## src/rtl/cpu_dbg_pkg.sv

```systemverilog
// cpu_dbg_pkg: shared state encodings and trace record layout for the CPU debug trace path
package cpu_dbg_pkg;
    typedef enum logic [1:0] {
        ST_IDLE   = 2'd0,
        ST_ARMED  = 2'd1,
        ST_POST   = 2'd2,
        ST_FROZEN = 2'd3
    } state_t;
    localparam int REC_W      = 96;
    localparam int ADDR_LSB   = 64;
    localparam int ALUOUT_LSB = 32;
    localparam int RESULT_LSB = 0;
    function automatic logic [REC_W-1:0] pack_rec(input logic [31:0] addr, input logic [31:0] alu_out,
                                                  input logic [31:0] result);
        logic [REC_W-1:0] rec;
        rec = '0;
        rec[ADDR_LSB +: 32]   = addr;
        rec[ALUOUT_LSB +: 32] = alu_out;
        rec[RESULT_LSB +: 32] = result;
        return rec;
    endfunction
endpackage

```

## src/rtl/trace_ram.sv

```systemverilog
// trace_ram: DEPTH x REC_W record store, one synchronous write port and one asynchronous read port
module trace_ram
    import cpu_dbg_pkg::*;
#(
    parameter int DEPTH = 16,
    parameter int PTR_W = 4
) (
    input  logic             clk,
    input  logic             we,
    input  logic [PTR_W-1:0] waddr,
    input  logic [REC_W-1:0] wdata,
    input  logic [PTR_W-1:0] raddr,
    output logic [REC_W-1:0] rdata
);
    logic [REC_W-1:0] mem_q [DEPTH];
    always_ff @(posedge clk) begin
        if (we) mem_q[waddr] <= wdata;
    end
    assign rdata = mem_q[raddr];
endmodule

```

## src/rtl/cpu_trace_buffer.sv

```systemverilog
// cpu_trace_buffer: circular trace capture of new instruction addresses with address trigger and drain port
module cpu_trace_buffer
    import cpu_dbg_pkg::*;
#(
    parameter int DEPTH     = 16,
    parameter int PTR_W     = 4,
    parameter int POST_TRIG = 8
) (
    input  logic             Clock,
    input  logic             Reset,
    input  logic             Enable,
    input  logic [31:0]      TrigAddr,
    input  logic [31:0]      Addr,
    input  logic [31:0]      Result,
    input  logic [31:0]      ALUin1,
    input  logic [31:0]      ALUin2,
    input  logic [31:0]      ALUout,
    output logic             RdValid,
    input  logic             RdReady,
    output logic [REC_W-1:0] RdData,
    output logic [PTR_W:0]   Count,
    output logic             Overflow,
    output logic [1:0]       State
);
    localparam logic [PTR_W:0]   FULL      = (PTR_W+1)'(DEPTH);
    localparam logic [PTR_W-1:0] POST_INIT = PTR_W'(POST_TRIG);
    state_t           state_q, state_d;
    logic [PTR_W-1:0] wr_ptr_q, wr_ptr_d, rd_ptr_q, rd_ptr_d, post_q, post_d;
    logic [PTR_W:0]   count_q, count_d;
    logic             overflow_q, overflow_d, first_q, first_d;
    logic [31:0]      prev_addr_q, prev_addr_d;
    logic             cap, pop, unused_alu_in;
    // Operands are part of the core's debug bus but not recorded
    assign unused_alu_in = ^{ALUin1, ALUin2};
    assign cap     = Enable && (state_q == ST_ARMED || state_q == ST_POST) && (first_q || Addr != prev_addr_q);
    assign RdValid = state_q == ST_FROZEN && count_q != '0;
    assign pop     = RdValid && RdReady;
    assign Count    = count_q;
    assign Overflow = overflow_q;
    assign State    = state_q;
    always_comb begin
        state_d     = state_q;
        wr_ptr_d    = wr_ptr_q;
        rd_ptr_d    = rd_ptr_q;
        post_d      = post_q;
        count_d     = count_q;
        overflow_d  = overflow_q;
        first_d     = first_q;
        prev_addr_d = prev_addr_q;
        if (!Enable) begin
            state_d = ST_IDLE;
        end else if (state_q == ST_IDLE) begin
            state_d    = ST_ARMED;
            wr_ptr_d   = '0;
            rd_ptr_d   = '0;
            post_d     = '0;
            count_d    = '0;
            overflow_d = 1'b0;
            first_d    = 1'b1;
        end else if (cap) begin
            wr_ptr_d    = wr_ptr_q + 1'b1;
            prev_addr_d = Addr;
            first_d     = 1'b0;
            // A full buffer drops its oldest record so the window keeps sliding
            if (count_q == FULL) begin
                rd_ptr_d   = rd_ptr_q + 1'b1;
                overflow_d = 1'b1;
            end else begin
                count_d = count_q + 1'b1;
            end
            if (state_q == ST_ARMED && Addr == TrigAddr) begin
                state_d = (POST_TRIG == 0) ? ST_FROZEN : ST_POST;
                post_d  = POST_INIT;
            end else if (state_q == ST_POST) begin
                post_d  = post_q - 1'b1;
                state_d = (post_q == PTR_W'(1)) ? ST_FROZEN : ST_POST;
            end
        end else if (pop) begin
            rd_ptr_d = rd_ptr_q + 1'b1;
            count_d  = count_q - 1'b1;
        end
    end
    always_ff @(posedge Clock or negedge Reset) begin
        if (!Reset) begin
            state_q     <= ST_IDLE;
            wr_ptr_q    <= '0;
            rd_ptr_q    <= '0;
            post_q      <= '0;
            count_q     <= '0;
            overflow_q  <= 1'b0;
            first_q     <= 1'b1;
            prev_addr_q <= '0;
        end else begin
            state_q     <= state_d;
            wr_ptr_q    <= wr_ptr_d;
            rd_ptr_q    <= rd_ptr_d;
            post_q      <= post_d;
            count_q     <= count_d;
            overflow_q  <= overflow_d;
            first_q     <= first_d;
            prev_addr_q <= prev_addr_d;
        end
    end
    trace_ram #(.DEPTH(DEPTH), .PTR_W(PTR_W)) u_ram (
        .clk  (Clock),
        .we   (cap),
        .waddr(wr_ptr_q),
        .wdata(pack_rec(Addr, ALUout, Result)),
        .raddr(rd_ptr_q),
        .rdata(RdData)
    );
endmodule
```

## config.mk

```make
export PLATFORM = sky130hd
export DESIGN_NAME = cpu_trace_buffer
export DESIGN_NICKNAME = d
export VERILOG_FILES = /design/src/rtl/cpu_dbg_pkg.sv /design/src/rtl/trace_ram.sv /design/src/rtl/cpu_trace_buffer.sv
export SDC_FILE = /design/constraint.sdc
export NUM_CORES = 2
export LEC_CHECK = 0
export ABC_AREA = 0
export BUFFER_PORTS_ARGS = -buffer_cell sky130_fd_sc_hd__buf_4
export CAP_MARGIN = 5
export CORE_ASPECT_RATIO = 1.4
export CORE_MARGIN = 2
export CORE_UTILIZATION = 60
export DETAILED_ROUTE_END_ITERATION = 8
export HOLD_SLACK_MARGIN = 0.15
export MAX_ROUTING_LAYER = met4
export PLACE_DENSITY_LB_ADDON = 0.12
export RECOVER_POWER = 50
export SETUP_SLACK_MARGIN = 0.4
export SLEW_MARGIN = 10
export SYNTH_ARGS = -nofsm -noshare
export SYNTH_HDL_FRONTEND = slang
export SYNTH_SLANG_ARGS = --single-unit
```

## constraint.sdc

```tcl
create_clock -name Clock -period 28.9 [get_ports Clock]
set_clock_uncertainty 0.1 [all_clocks]
set_input_delay 5.78 -clock Clock [delete_from_list [all_inputs] [get_ports Clock]]
set_output_delay 5.78 -clock Clock [all_outputs]
set_load 0.02 [all_outputs]
```

==> Yosys cells after proc, flatten, opt, wreduce, memory -nomap -nowiden <==
Memories as Yosys holds them, arrays and structs flattened.
Index checks and enable logic that the tools add are counted.
{ "classes": {"muxes": 27, "add_sub_neg": 5, "eq_ne": 11, "n_reduce_logical": 20, "bitwise": 1} }
{ "ops": {"columns": ["op", "count"], "rows": [
  ["$mux 4", 10],
  ["$eq 32x32->1", 1],
  ["$ne 32x32->1", 1],
  ["$mux 5", 4],
  ["$reduce_and 3->1", 5],
  ["$mux 2", 5],
  ["$add 4x1->4 const B", 2],
  ["$mux 1", 8],
  ["$ne 3x1->1 const B", 2],
  ["$reduce_bool 3->1", 2],
  ["$add 5x1->5 const B", 1],
  ["$eq 5x5->1 const B", 1],
  ["$logic_and 1x1->1", 5],
  ["$reduce_bool 5->1", 1],
  ["$sub 5x1->5 const B", 1],
  ["$eq 2x2->1 const B", 2],
  ["$eq 4x1->1 const B", 1],
  ["$ne 4x1->1 const B", 1],
  ["$reduce_and 2->1", 2],
  ["$reduce_bool 2->1", 2],
  ["$sub 4x1->4 const B", 1],
  ["$ne 3x3->1 const B", 1],
  ["$eq 2x1->1 const B", 1],
  ["$logic_not 2->1", 1],
  ["other kinds (2)", 3]
]} }
{ "totals": {"inputBits": 196, "wordCells": 73, "ram_bits": 1536, "regBits": 53, "mem_count": 1, "output_inout_bits": 105} }
{ "mem_list": {"columns": ["name", "depth", "width", "rd", "rd_ports_with_merged_regs", "wr", "line", "text"], "rows": [
  ["u_ram.mem_q", 16, 96, 1, 0, 1, "trace_ram.sv:15", "logic [REC_W-1:0] mem_q [DEPTH];"]
]} }

==> Depth between registers and ports, before layout <==
{ "logic_depth": {"word_depth": 7, "ltp_mapped": 12, "ltp_nobuf": 11} }

==> Cells and area by module <==
From an unflattened synthesis, not the netlist that was laid out.
{ "hier_totals": {"cells_unflattened": 2661, "area_unflattened_um2": 60770.8} }
{ "modules_own_cells": {"columns": ["mod", "seq_area_each_um2", "area_each_um2", "instances", "cells_per_inst"], "rows": [
  ["trace_ram", 46124.2, 57433.8, 1, 2364],
  ["cpu_trace_buffer", 1327.5, 3337.0, 1, 297]
]} }

==> Worst setup path before layout <==
Ideal clock, no wire load.
{ "synth_timing": {"path_type": "input to register", "from": "input Addr[31]", "to": "memory u_ram.mem_q[14][0] (enable)", "arrival_ns": 15.871, "path_stages": 7, "setup_time_ns": 0.788, "slack_ns": 12.140, "t_required_ns": 28.012, "n_path_buf": 1, "cell_sequence": "xor2_1 nor4_1 and4_4 a31oi_4 inv_2 buf_1 nor4_1"} }
{ "synth_via": {"elab_chain_len": 5} }
{ "synth_lines": {"columns": ["item", "line", "text"], "rows": [
  ["start: declaration", "cpu_trace_buffer.sv:13", "input logic [31:0] Addr,"],
  ["$ne 32x32->1", "cpu_trace_buffer.sv:35", "assign cap = Enable && (state_q == ST_ARMED || state_q == ST_POST) && (first_q || Addr != prev_addr_q);"],
  ["$logic_or 1x1->1", "cpu_trace_buffer.sv:35", null],
  ["$logic_and 1x1->1", "cpu_trace_buffer.sv:35", null],
  ["$mux 1", "trace_ram.sv:17", "if (we) mem_q[waddr] <= wdata;"],
  ["$mux 1 (not written as such)", "trace_ram.sv:17", null],
  ["end: declaration", "trace_ram.sv:15", null]
]} }
Every way passes these cells.

==> Worst setup path in the final report <==
{ "layout_timing": {"from": "register rd_ptr_q[0]", "to": "output RdData[47]"} }
{ "layout_via": {"elab_chain_len": 1} }
{ "layout_lines": {"columns": ["item", "line", "text"], "rows": [
  ["start: declaration", "cpu_trace_buffer.sv:28", "logic [PTR_W-1:0] wr_ptr_q, wr_ptr_d, rd_ptr_q, rd_ptr_d, post_q, post_d;"],
  ["start signal: assignment", "cpu_trace_buffer.sv:96", "rd_ptr_q <= rd_ptr_d;"],
  ["$mem_v2 16x96", null, null],
  ["end: declaration", "cpu_trace_buffer.sv:20", "output logic [REC_W-1:0] RdData,"]
]} }
Every way passes these cells.

==> flow_summary.json <==
{
  "status": "finished, violations left",
  "violations": "max-capacitance violations, max-slew violations",
  "postCtsHoldBufs": 0,
  "p_leak_uw": 0.0215,
  "cap_violations": 1,
  "grt_pass1_wl_um": 207000,
  "cp-end-kind": "output pin",
  "internal-power_uw": 3850,
  "ys_types": 48,
  "tightest_slew_ns": 2.92,
  "antenna_found_initial": 13,
  "place_inst": 4630,
  "setup_ws_ns": 16.71,
  "drtIter0Drc": 3333,
  "vias_per_cell": 6.47,
  "clock.fmax_mhz": 82.0,
  "power_density_nw_per_um2": 71.7,
  "setup_viol": 0,
  "h-tree-depth": 4,
  "layoutNonFillerInstCount": 4894,
  "synth_area_leaders": "edfxtp_1 75%, mux4_2 7.0%, mux2i_1 4.7%, mux2_2 2.4%, dfrtp_1 2.1%",
  "p_seq_frac": 0.519,
  "maxSlewViolCount": 54,
  "routed_wl_um": 142000,
  "syn_to_final_growth_pct": 12.1,
  "nets": 3648,
  "die_h_um": 384,
  "crit_type": "register to output pin",
  "portBuffers": 236,
  "yosysSeqAreaShare": 0.768,
  "worstPathMaxFanout": 127,
  "holdWs_ns": 0.403,
  "start_util": 0.604,
  "clockBufferDepth": 3,
  "ys_seq_elements": 1589,
  "ioPinCount": 301,
  "cts_tree": "yes",
  "yosysTopAreaCell": "edfxtp_1",
  "slowest_stage": "buf_4",
  "grt.overflow.total": 0,
  "slew-limit-headroom": -0.947,
  "netlist_instances": 3175,
  "rows": 139,
  "synth_ff_type": "edfxtp_1",
  "grt_max_degree": 173,
  "syn_area_um2": 61800,
  "insertion_delay_ns": 0.77,
  "cts.sinks": 1589,
  "grt_pass1_vias": 32400,
  "globalplace.congestion": 0.769,
  "start_kind": "register",
  "coreArea_um2": 102000,
  "vias": 31700,
  "gr-usage-all-layers": 0.281,
  "place_ws_ns": 17.38,
  "synth_edf_count": 1536,
  "peakVddDrop_mv": 0.0464,
  "async_reset_ff_frac": 0.0334,
  "hp-class": "register to register",
  "p_sw_uw": 1120,
  "die_x_um": 275,
  "cp_cell_sequence": "buf_4, buf_12, buf_4, buf_4, mux2_2, o21ai_0, a21oi_1, o21ai_0, nand2_1, buf_4",
  "fin_setup_tns_ns": 0,
  "drive_above_1_share": 0.203,
  "finalHoldViolCount": 0,
  "nFillCells": 6610,
  "clockRootBuffer": "clkbuf_16",
  "fin_crit_ns": 12.19,
  "path_common_cell": "buf_4",
  "clockPowerShare": 0.371,
  "yosys_warnings": 0,
  "crit_arrival_ns": 6.31,
  "required_ns": 23.02,
  "ant_nets": 0,
  "synth_top_area_frac": 0.746,
  "rsz0062_at_grt": "no",
  "avgSynthCellArea_um2": 19.5,
  "fin_crit_sh": 0.422,
  "combPwrFrac": 0.110,
  "dr.pass1.iters": 6,
  "wl_per_cell_um": 28.9,
  "cts_setup_buffers": 0,
  "dieArea_um2": 106000,
  "clkTransAtPathRegs_ns": 0.06,
  "slowest_delay_ns": 0.98,
  "ctsResizeCount": 0,
  "hpwl_um": 68300,
  "netSwitchingFraction": 0.225,
  "syn_nets": 3387,
  "remaining_drc_errors": 0,
  "cts_buffers": 143
}
## final timing paths
kind                                          from                          end  slack [ns]  cells after the start
max reg2reg                rd_ptr_q[1]$_DFFE_PN0P_      rd_ptr_q[3]$_DFFE_PN0P_       23.54                      7
max in group asynchronous                    Reset      rd_ptr_q[3]$_DFFE_PN0P_       20.78                      1
min in group asynchronous                    Reset  prev_addr_q[21]$_DFFE_PN0P_        5.87                      1
min                            first_q$_DFFE_PN1P_          first_q$_DFFE_PN1P_        0.40                      2
max                        rd_ptr_q[0]$_DFFE_PN0P_                   RdData[47]       16.71                     10
min reg2reg                    first_q$_DFFE_PN1P_          first_q$_DFFE_PN1P_        0.40                      2
## logic make-up (layout without fill, tap and decap cells)
group / count (synthesis) / count (layout) / synth area share
AOI/OAI and AO/OA: 516 / 516 / 0.0525
muxes: 613 / 613 / 0.141
DFF: 1589 / 1589 / 0.768
buffers and inverters: 190 / 561 / 0.0122
other: 0 / 9 / 0
adders and majority gates: 16 / 16 / 0.00336
xor gates and xnor gates: 69 / 69 / 0.00978
and+or+nand+nor: 182 / 182 / 0.0135
## final cells by class
class                           count  area, um^2  area share
Multi-Input combinational cell   1396       13700       0.198
Antenna cell                        9        22.5    0.000325
Sequential cell                  1589       47500       0.685
Clock buffer                      172        3780      0.0546
Clock inverter                     83         768      0.0111
Inverter                           21        78.8     0.00114
Timing Repair Buffer              285        1810      0.0261
Tap cell                         1339        1680      0.0242
## power groups by stage
stage                     Sequential (uW)  Combinational, uW  Clock (uW)
final                                2580                548        1840
after detailed placement             2630                564           0
after CTS                            2580                566        1870
after global placement               2620                551           0
after global routing                 2580                592        1960
after floorplan                      2630                393           0
## worst max-delay path: cells and delay by family (launching register included)
kind / cells / cell delay (ns)
mux: 1 / 0.41
simple gates: 1 / 0.09
compound gates: 3 / 0.53
flops: 1 / 0.68
buf+inv: 5 / 3.47
## cell usage in the layout, fill, tap and decap left out, drive strengths merged, types with 25 or more instances in the layout
cell / instances
dfrtp: 52
clkbuf: 280
mux2: 132
clkinv: 64
a221oi: 96
buf: 177
a22oi: 96
a21oi: 109
mux4: 192
inv: 25
nand2: 107
edfxtp: 1536
o21ai: 199
mux2i: 289
xnor2: 25
xor2: 44
## registers in the layout (all words and copies together), names as in the netlist
signal       cells
prev_addr_q     32
u_ram.mem_q   1536
rd_ptr_q         4
State            2
Count            5
Overflow         1
post_q           4
wr_ptr_q         4
first_q          1
## metrics by stage
step	util	area, um^2	power, uW
after floorplan	-	61800	3020
after detailed placement	0.637	65200	3190
after global routing	0.678	69300	5130
after CTS	0.682	69700	5020
after global placement	0.637	65200	3170
final	0.678	69300	4970
## Yosys cell counts (all sizes together), types with 2 or more instances
cell	n
nor2b	3
mux2i	289
o211ai	3
xor2	44
mux4	192
or4	4
a22oi	96
nor4	24
xnor2	25
a31oi	2
nor3	5
buf	51
nor2	16
o22ai	3
a21oi	109
a21o	2
o21ai	199
ha	15
nand3	10
dfrtp	52
inv	20
mux2	132
clkbuf	118
a221oi	96
and4	2
nand4	7
nand2	107
a211o	2
edfxtp	1536
## layer usage
metal | GRT usage | wire (um) | vias to the layer above
met5 | - | 0 | -
met4 | 0.0675 | 2820 | 0
met3 | 0.0470 | 9490 | 185
met2 | 0.463 | 72900 | 1274
met1 | 0.370 | 56400 | 16700
li1 | - | - | 13600
Power figures use the tool's default switching activity.
